**src/rtl/jk_toggle_tracker_if.sv**
```systemverilog
// Signal bundle between the JK flip-flop side (master) and the toggle tracker (slave).
interface jk_toggle_tracker_if #(
    parameter int unsigned CNT_W = 8,
    parameter int unsigned LEN_W = 8
);
    logic             en;
    logic             y;
    logic             clr_cnt;
    logic             rise;
    logic             fall;
    logic [CNT_W-1:0] toggle_cnt;
    logic             cnt_sat;
    logic [LEN_W-1:0] high_len;
    logic             high_len_vld;
    logic             stuck;

    modport master (
        output en, y, clr_cnt,
        input  rise, fall, toggle_cnt, cnt_sat, high_len, high_len_vld, stuck
    );

    modport slave (
        input  en, y, clr_cnt,
        output rise, fall, toggle_cnt, cnt_sat, high_len, high_len_vld, stuck
    );
endinterface

```
**src/rtl/jk_toggle_tracker.sv**
```systemverilog
// Monitors the JK flip-flop output: edge pulses, saturating toggle count,
// last completed high-period length and a stuck-level flag.
module jk_toggle_tracker #(
    parameter int unsigned CNT_W      = 8,
    parameter int unsigned LEN_W      = 8,
    parameter int unsigned STABLE_MAX = 16
) (
    input logic                clk,
    input logic                reset,
    jk_toggle_tracker_if.slave bus
);
    localparam int unsigned    StW       = $clog2(STABLE_MAX + 1);
    localparam logic [StW-1:0] StableMax = StW'(STABLE_MAX);
    localparam logic [StW-1:0] StableOne = StW'(1);
    localparam logic [LEN_W-1:0] RunMax  = '1;
    localparam logic [LEN_W-1:0] RunOne  = LEN_W'(1);
    localparam logic [CNT_W-1:0] CntMax  = '1;

    typedef enum logic [1:0] {StInit, StLow, StHigh} state_e;

    state_e           state_q, state_d;
    logic [StW-1:0]   stable_q, stable_d;
    logic [LEN_W-1:0] run_q, run_d;
    logic [LEN_W-1:0] high_len_q, high_len_d;
    logic [CNT_W-1:0] cnt_q, cnt_d;
    logic             sat_q, sat_d;
    logic             rise_q, rise_d;
    logic             fall_q, fall_d;
    logic             vld_q, vld_d;
    logic             stuck_q, stuck_d;
    logic [StW-1:0]   stable_inc;
    logic [LEN_W-1:0] run_inc;

    assign stable_inc = (stable_q == StableMax) ? stable_q : stable_q + StableOne;
    assign run_inc    = (run_q == RunMax) ? run_q : run_q + RunOne;

    // Next-state: level tracking, run counters, pulses and toggle count
    always_comb begin
        state_d    = state_q;
        stable_d   = stable_q;
        run_d      = run_q;
        high_len_d = high_len_q;
        cnt_d      = cnt_q;
        sat_d      = sat_q;
        rise_d     = 1'b0;
        fall_d     = 1'b0;
        vld_d      = 1'b0;
        stuck_d    = stuck_q;

        if (bus.en) begin
            unique case (state_q)
                StInit: begin
                    state_d  = bus.y ? StHigh : StLow;
                    stable_d = StableOne;
                    run_d    = bus.y ? RunOne : '0;
                end
                StLow: begin
                    if (bus.y) begin
                        state_d  = StHigh;
                        rise_d   = 1'b1;
                        stable_d = StableOne;
                        run_d    = RunOne;
                    end else begin
                        stable_d = stable_inc;
                    end
                end
                StHigh: begin
                    if (!bus.y) begin
                        state_d    = StLow;
                        fall_d     = 1'b1;
                        high_len_d = run_q;
                        vld_d      = 1'b1;
                        stable_d   = StableOne;
                    end else begin
                        stable_d = stable_inc;
                        run_d    = run_inc;
                    end
                end
                default: state_d = StInit;
            endcase

            // The first sample after init never counts as stuck
            stuck_d = (state_q != StInit) && (stable_d == StableMax);

            if ((rise_d || fall_d) && (cnt_q != CntMax)) begin
                cnt_d = cnt_q + CNT_W'(1);
            end
            sat_d = sat_q | (cnt_d == CntMax);
        end

        // Clear wins over a same-cycle increment and works while frozen
        if (bus.clr_cnt) begin
            cnt_d = '0;
            sat_d = 1'b0;
        end
    end

    // State and output registers with synchronous active-low reset
    always_ff @(posedge clk) begin
        if (!reset) begin
            state_q    <= StInit;
            stable_q   <= '0;
            run_q      <= '0;
            high_len_q <= '0;
            cnt_q      <= '0;
            sat_q      <= 1'b0;
            rise_q     <= 1'b0;
            fall_q     <= 1'b0;
            vld_q      <= 1'b0;
            stuck_q    <= 1'b0;
        end else begin
            state_q    <= state_d;
            stable_q   <= stable_d;
            run_q      <= run_d;
            high_len_q <= high_len_d;
            cnt_q      <= cnt_d;
            sat_q      <= sat_d;
            rise_q     <= rise_d;
            fall_q     <= fall_d;
            vld_q      <= vld_d;
            stuck_q    <= stuck_d;
        end
    end

    assign bus.rise         = rise_q;
    assign bus.fall         = fall_q;
    assign bus.toggle_cnt   = cnt_q;
    assign bus.cnt_sat      = sat_q;
    assign bus.high_len     = high_len_q;
    assign bus.high_len_vld = vld_q;
    assign bus.stuck        = stuck_q;
endmodule

```
**src/flat_wrapper.sv**
```systemverilog
// flat-port wrapper written by rule: the top's interface ports become plain ports
module jk_toggle_tracker_flat 
#(
    parameter int unsigned CNT_W      = 8,
    parameter int unsigned LEN_W      = 8,
    parameter int unsigned STABLE_MAX = 16
)
  (clk, reset, bus_en, bus_y, bus_clr_cnt, bus_rise, bus_fall, bus_toggle_cnt, bus_cnt_sat, bus_high_len, bus_high_len_vld, bus_stuck);
  jk_toggle_tracker_if #(.CNT_W(CNT_W), .LEN_W(LEN_W)) bus_i ();
  input logic clk;
  input logic reset;
  input wire logic [$bits(bus_i.en)-1:0] bus_en;
  input wire logic [$bits(bus_i.y)-1:0] bus_y;
  input wire logic [$bits(bus_i.clr_cnt)-1:0] bus_clr_cnt;
  output wire logic [$bits(bus_i.rise)-1:0] bus_rise;
  output wire logic [$bits(bus_i.fall)-1:0] bus_fall;
  output wire logic [$bits(bus_i.toggle_cnt)-1:0] bus_toggle_cnt;
  output wire logic [$bits(bus_i.cnt_sat)-1:0] bus_cnt_sat;
  output wire logic [$bits(bus_i.high_len)-1:0] bus_high_len;
  output wire logic [$bits(bus_i.high_len_vld)-1:0] bus_high_len_vld;
  output wire logic [$bits(bus_i.stuck)-1:0] bus_stuck;
  assign bus_i.en = bus_en;
  assign bus_i.y = bus_y;
  assign bus_i.clr_cnt = bus_clr_cnt;
  assign bus_rise = bus_i.rise;
  assign bus_fall = bus_i.fall;
  assign bus_toggle_cnt = bus_i.toggle_cnt;
  assign bus_cnt_sat = bus_i.cnt_sat;
  assign bus_high_len = bus_i.high_len;
  assign bus_high_len_vld = bus_i.high_len_vld;
  assign bus_stuck = bus_i.stuck;
  jk_toggle_tracker #(.CNT_W(CNT_W), .LEN_W(LEN_W), .STABLE_MAX(STABLE_MAX)) u_core (.clk(clk), .reset(reset), .bus(bus_i));
endmodule
```
**config.mk**
```make
export PLATFORM = sky130hd
export DESIGN_NAME = jk_toggle_tracker_flat
export DESIGN_NICKNAME = d
export VERILOG_FILES = /design/src/rtl/jk_toggle_tracker_if.sv /design/src/rtl/jk_toggle_tracker.sv /design/src/flat_wrapper.sv
export SDC_FILE = /design/constraint.sdc
export NUM_CORES = 1
export LEC_CHECK = 0
export BUFFER_PORTS_ARGS = -buffer_cell sky130_fd_sc_hd__buf_2
export CAP_MARGIN = 40
export CORE_MARGIN = 3
export CORE_UTILIZATION = 30
export CTS_CLUSTER_DIAMETER = 30
export DETAILED_ROUTE_END_ITERATION = 8
export GPL_ROUTABILITY_DRIVEN = 0
export PLACE_DENSITY = 0.45
export RECOVER_POWER = 50
export SKIP_CTS_REPAIR_TIMING = 1
export SLEW_MARGIN = 20
export SYNTH_ARGS = -nofsm -noshare
export SYNTH_HDL_FRONTEND = slang
export SYNTH_SLANG_ARGS = --single-unit
export TNS_END_PERCENT = 30
```
**constraint.sdc**
```tcl
create_clock -name clk -period 3.6 [get_ports clk]
set_clock_uncertainty 0.15 [all_clocks]
set_input_delay 0.54 -clock clk [delete_from_list [all_inputs] [get_ports clk]]
set_output_delay 0.54 -clock clk [all_outputs]
set_load 0.05 [all_outputs]
```
==> results of run 1 <==
-- synthesized netlist by cell type (all sizes together), types with 2 or more instances --
library cell / n
nor2: 33
o21a: 3
nor2b: 3
buf: 7
a211oi: 3
or3: 6
o21ai: 11
a21oi: 12
nand4: 4
nand2: 13
clkbuf: 4
nand2b: 3
nand3b: 2
xor2: 2
ha: 8
xnor2: 8
dfxtp: 35
mux2i: 14
nor3b: 3
or2: 2
nand3: 9
inv: 13
nor3: 6
-- layout by cell type, fill, tap and decap left out, types with 2 or more instances in the layout --
cell,count
a211oi_1,3
a21oi_1,12
buf_2,4
clkbuf_1,21
clkbuf_8,5
clkinvlp_4,2
dfxtp_1,35
ha_1,8
inv_1,13
mux2i_1,13
nand2_1,13
nand2b_1,3
nand3_1,9
nand3b_1,2
nand4_1,4
nor2_1,33
nor2b_1,3
nor3_1,6
nor3b_1,2
o21a_1,3
o21ai_0,9
o21ai_1,2
or3_1,6
xnor2_1,8
xor2_1,2
-- worst max-delay path, delay by kind of cell (launching register included) --
family                     cells  cell delay [ns]
AOI/OAI and AO/OA              3             0.66
adders and majority gates      1             0.45
buffers and inverters          1             0.13
DFF                            1             0.34
muxes                          1             0.15
and+or+nand+nor                1             0.53
-- power by group through the flow --
stage          Sequential (mW)  Clock (mW)  Combinational, mW
6_report                 0.405       0.289              0.126
3_3_place_gp             0.414           0              0.133
5_1_grt                  0.407       0.319              0.143
3_5_place_dp             0.414           0              0.132
4_1_cts                  0.405       0.303              0.132
2_1_floorplan            0.415           0              0.109
-- routing by layer --
layer  vias to the layer above  global-route usage, %  wire, µm
met5                         -                      0         0
met4                         0                   5.38        65
met3                         6                   3.23       149
met2                        20                   17.3      1850
met1                       724                   16.6      2220
li1                        826                      -         -
-- flip-flops by register name (all words and copies together) (netlist names) --
signal                 cells
u_core.bus.cnt_sat         1
u_core.bus.fall            1
u_core.bus.high_len        8
u_core.bus.rise            1
u_core.bus.stuck           1
u_core.bus.toggle_cnt      8
u_core.run_q               8
u_core.stable_q            5
u_core.state_q             2
-- per-stage QoR --
step	hold slack, ns	cell area (µm²)	power [mW]
2_1_floorplan	0.317	1940	0.524
5_1_grt	0.342	2120	0.869
6_report	0.309	2120	0.819
3_3_place_gp	0.295	2090	0.547
3_5_place_dp	0.306	2090	0.546
4_1_cts	0.317	2180	0.841
-- cells by family (layout without fill, tap and decap cells) --
kind of cell,after synthesis,after routing,synth area share [%]
simple gates,89,89,24.2
compound gates,43,43,15.2
flops,35,35,36.2
buf+inv,24,46,6.01
mux,15,15,8.66
xor+xnor,10,10,4.52
fa+ha+maj,8,8,5.17
-- final timing paths --
kind                      from            endpoint  slack [ns]  depth (start not counted)
min reg2reg   u_core.bus.stuck    u_core.bus.stuck        0.31                          2
min           u_core.bus.stuck    u_core.bus.stuck        0.31                          2
max reg2reg  u_core.state_q[0]  u_core.bus.cnt_sat        1.14                          7
max          u_core.state_q[0]  u_core.bus.cnt_sat        1.14                          7
-- final cells by class --
cell class / count / area share [%]
Multi-Input combinational cell: 165 / 51.3
Sequential cell: 35 / 33.1
Timing Repair Buffer: 25 / 4.67
Tap cell: 75 / 4.44
Clock buffer: 5 / 3.25
Inverter: 13 / 2.31
Clock inverter: 3 / 0.946
==> flow_metrics.py, run 1 <==
metrics = {
    "floorplanning": {
        "die_y_um": 86.4,
        "core_area_um2": 6100,
        "core.rowCount": 28,
        "die_w_um": 86.4,
        "start_util_pct": 31.8,
        "fp.dieArea_um2": 7460,
        "num_io_pins": 26,
    },
    "hold_path": {
        "holdCritPathClass": "reg2reg",
    },
    "cts": {
        "clockBufferDepth": 2,
        "htree_num_levels": 2,
        "cts.sinks": 35,
        "cts_tree": "built",
        "cts_root_buf": "clkbuf_8",
        "cts_buffers": 5,
        "clk_latency_ns": 0.29,
        "path_clk_slew_ns": 0.08,
    },
    "route": {
        "drtAntennaViolNets": 0,
        "first_iter_violations": 72,
        "vias": 1576,
        "wl_um": 4290,
        "post_drt_wl_per_cell_um": 13.4,
        "firstDrtPassIters": 4,
        "via_per_inst": 4.91,
        "post-route-drc-count": 0,
    },
    "finish": {
        "post_route_cells_drive_above_1_share_pct": 6.91,
        "n_fill_cell": 673,
        "diodes": 0,
        "multi_input_area_um2": 1080,
        "seqCellArea_um2": 701,
        "nNetsFinal": 258,
        "fin_cells": 321,
        "synthToLayoutAreaGrowth_pct": 9.24,
        "postLayoutCoreUtil_pct": 34.7,
    },
    "critical_path": {
        "cp_slowest_cell": "nor4_1",
        "cp_max_fo": 12,
        "cp.arrival_ns": 2.55,
        "crit_chain": "inv_1 > ha_1 > mux2i_4 > nor4_1 > o2111ai_1 > a311oi_1 > a32o_1",
        "cp-start-kind": "register",
        "critPathMaxStageDelay_ns": 0.53,
        "crit_type": "reg2reg",
        "endpoint_kind": "register",
        "worstPathRequired_ns": 3.69,
    },
    "grt": {
        "overflow": 0,
        "grt_pass1_wl_um": 7060,
        "grtUsageTotal_pct": 12.0,
        "grt_start_max_net_pins": 16,
        "first_global_vias": 1434,
        "grt_antenna_before_repair": 0,
    },
    "synthesis": {
        "synth_area_um2": 1940,
        "ys_warn_count": 0,
        "synth_cells": 224,
        "yosysUniqueCellTypes": 51,
        "syn_area_per_cell_um2": 8.65,
        "yosysSeqAreaShare_pct": 36.2,
        "synth_top_area_cell": "dfxtp_1",
        "yosysTopAreaCellShare_pct": 36.2,
        "async_flop_share_pct": 0,
        "ys_dominant_reg_cell": "dfxtp_1",
        "synth_edf_count": 0,
        "synth_seq_cells": 35,
        "synth_area_leaders": "dfxtp_1, nor2_1, mux2i_1, ha_1, xnor2_1",
        "syn_nets": 237,
    },
    "sta": {
        "relSlewSlack_pct": 52.8,
        "finalWorstSetupSlack_ns": 1.14,
        "max_freq_mhz": 406,
        "rsz0062_at_grt": "false",
        "min_period_ns": 2.46,
        "setup_viol": 0,
        "timing.setup.tns_ns": 0,
        "finalHoldViolations": 0,
        "finalCritPeriodShare_pct": 68.4,
        "finalMaxSlewViolations": 0,
        "tightest_slew_ns": 0.688,
    },
    "placement": {
        "dp_hpwl_um": 3070,
        "dp.cells": 313,
        "port_buffers": 25,
        "pre_cts_slack_ns": 1.30,
    },
    "power": {
        "p_leak_nw": 0.758,
        "power_density_nw_per_um2": 387,
        "p_int_uw": 577,
        "ir_worst_vdd_v": 0.000137,
        "power_frac_clock_pct": 35.2,
        "combPwrFrac_pct": 15.4,
        "seq_power_share_pct": 49.4,
        "switching_power_uw": 243,
        "switching_share_pct": 29.6,
    },
    "status": {
        "status": "finished, final reports clean",
    },
    "run": {
        "maxCapViolCount": 0,
    },
}
Power figures use the tool's default switching activity.
==> run 2, diff against run 1 <==
--- a/config.mk
+++ b/config.mk
@@ -5,6 +5,7 @@
 export SDC_FILE = /design/constraint.sdc
 export NUM_CORES = 1
 export LEC_CHECK = 0
+export ABC_AREA = 1
 export BUFFER_PORTS_ARGS = -buffer_cell sky130_fd_sc_hd__buf_2
 export CAP_MARGIN = 40
 export CORE_MARGIN = 3
@@ -12,7 +13,7 @@
 export CTS_CLUSTER_DIAMETER = 30
 export DETAILED_ROUTE_END_ITERATION = 8
 export GPL_ROUTABILITY_DRIVEN = 0
-export PLACE_DENSITY = 0.45
+export PLACE_DENSITY = 0.47
 export RECOVER_POWER = 50
 export SKIP_CTS_REPAIR_TIMING = 1
 export SLEW_MARGIN = 20
==> constraint.sdc (replaced) <==
create_clock -name clk -period 2.1 [get_ports clk]
set_clock_uncertainty 0.15 [all_clocks]
set_input_delay 0.315 -clock clk [delete_from_list [all_inputs] [get_ports clk]]
set_output_delay 0.315 -clock clk [all_outputs]
set_load 0.05 [all_outputs]
==> flow_metrics.py, run 2 <==
metrics = {
    "synthesis": {
        "synthMuxAreaShare_pct": 0,
        "ys_dominant_reg_cell": "dfxtp_1",
        "syn_nets": 293,
        "syn_area_per_cell_um2": 6.77,
        "ys_warn_count": 0,
        "yosysUniqueCellTypes": 27,
        "synth_top_area_cell": "dfxtp_1",
        "synth.most_common_cell": "nand2_1",
        "synth_edf_count": 0,
        "synth_area_um2": 1900,
        "synth_xor_area_share_pct": 2.31,
        "yosysSeqAreaShare_pct": 36.9,
        "synth_top_family_by_area": "simple AND/OR/NAND/NOR gates",
        "synth_cells": 280,
        "yosys.area_share.adder_pct": 5.28,
        "yosysTopAreaCellShare_pct": 36.9,
        "synth_seq_cells": 35,
        "async_flop_share_pct": 0,
        "synth_compound_area_share_pct": 14.8,
        "synth-simple-area-share_pct": 32.0,
        "synth_top_cells_by_count": "nand2_1, nor2_1, dfxtp_1",
        "synth_area_leaders": "dfxtp_1, nand2_1, nor2_1, nand3_1, a21oi_1",
    },
    "route": {
        "via_per_inst": 4.74,
        "wl_um": 4790,
        "first_iter_violations": 69,
        "firstDrtPassIters": 4,
        "post-route-drc-count": 0,
        "post_drt_wl_per_cell_um": 12.2,
        "drtAntennaViolNets": 0,
        "vias": 1852,
    },
    "grt": {
        "grt_pass1_wl_um": 8030,
        "overflow": 0,
        "grt_start_max_net_pins": 21,
        "grt_antenna_before_repair": 0,
        "first_global_vias": 1719,
        "grtUsageTotal_pct": 13.8,
    },
    "cts": {
        "htree_num_levels": 2,
        "cts_tree": "built",
        "cts_root_buf": "clkbuf_8",
        "cts.sinks": 35,
        "cts_buffers": 5,
        "clk_latency_ns": 0.29,
        "path_clk_slew_ns": 0.08,
        "clockBufferDepth": 2,
    },
    "status": {
        "status": "finished, final reports clean",
    },
    "sta": {
        "finalCritPeriodShare_pct": 90.5,
        "rsz0062_at_grt": "false",
        "tightest_slew_ns": 0.620,
        "finalHoldViolations": 0,
        "min_period_ns": 1.90,
        "timing.setup.tns_ns": 0,
        "relSlewSlack_pct": 58.8,
        "setup_viol": 0,
        "max_freq_mhz": 526,
        "finalMaxSlewViolations": 0,
        "finalWorstSetupSlack_ns": 0.199,
    },
    "floorplanning": {
        "start_util_pct": 31.5,
        "die_w_um": 85.5,
        "num_io_pins": 26,
        "fp.dieArea_um2": 7310,
        "core_area_um2": 6030,
        "core.rowCount": 28,
        "die_y_um": 85.5,
    },
    "critical_path": {
        "cp-start-kind": "register",
        "reg2regPathDepth": 12,
        "cp_max_fo": 7,
        "endpoint_kind": "register",
        "reg2reg_slack_ns": 0.20,
        "crit_type": "reg2reg",
        "worstPathRequired_ns": 2.13,
        "cp.arrival_ns": 1.93,
    },
    "power": {
        "p_leak_nw": 0.845,
        "power_density_nw_per_um2": 668,
        "power_mw": 1.49,
        "ir_worst_vdd_v": 0.000238,
    },
    "finish": {
        "layout_common_cells": "nand2_1, dfxtp_1, nor2_1, inv_1, nand3_1",
        "final_common_cell": "nand2_1",
        "post_route_cells_drive_above_1_share_pct": 13.6,
        "n_fill_cell": 663,
        "final_cell_area_um2": 2230,
        "diodes": 0,
        "synthToLayoutAreaGrowth_pct": 17.6,
        "nNetsFinal": 328,
    },
    "run": {
        "maxCapViolCount": 0,
    },
    "placement": {
        "pre_cts_slack_ns": 0.148,
        "port_buffers": 25,
        "postPlaceCellArea_um2": 2160,
        "dp_hpwl_um": 3570,
    },
    "hold_path": {
        "holdCritPathClass": "in2reg",
        "min_path_cells": 3,
    },
}
## run 2: kinds of logic after synthesis
family	after synthesis
AO/OA/AOI/OAI	51
flip-flops	35
buffers and inverters	43
adder cells (fa/ha/maj)	8
AND/OR/NAND/NOR	138
XOR/XNOR	5
## run 2: worst paths after layout
kind                                         from                  to
worst max-delay path            u_core.state_q[0]     u_core.run_q[4]
worst min-delay path                        reset  u_core.stable_q[3]
worst max register to register  u_core.state_q[0]     u_core.run_q[4]
worst min register to register   u_core.bus.stuck    u_core.bus.stuck
## run 2: layer usage
metal	GRT usage (%)	part of all wire (%)	vias up
met5	0	0	-
met4	4.89	1.3	0
met3	3.55	4.6	6
met2	21.2	42	39
met1	18.8	52	826
li1	-	-	981
## run 2: stage by stage
step,instances,hold WS (ns),utilization (%)
2_1_floorplan,280,0.303,-
3_3_place_gp,383,0.299,35.8
3_5_place_dp,383,0.299,35.8
4_1_cts,391,0.195,37.2
5_1_grt,391,0.217,37.0
6_report,391,0.218,37.0
## run 2: final cells by class
type,count,area (µm²),share of cell area [%]
clock buffers,6,72.6,3.25
clock inverters,2,12.5,0.561
inverters,37,139,6.23
multi-input cells,202,1050,46.9
flip-flops and latches,35,701,31.4
well taps,75,93.8,4.21
repair buffers,34,166,7.46
## run 2: power breakdown
group,internal (mW),switching [mW]
combinational,0.0956,0.192
clock,0.232,0.259
sequential,0.686,0.0245
total,1.01,0.476
## run 2: worst max-delay path, cell delays in order, from the launching register on
cell	delay (ns)
dfxtp_1	0.38
inv_1	0.10
ha_1	0.27
nand2_2	0.13
nand3_1	0.09
nor2_2	0.14
nand2_4	0.09
inv_2	0.11
nand2_2	0.06
nand2_2	0.08
inv_2	0.06
o21ai_1	0.09
a21oi_2	0.04
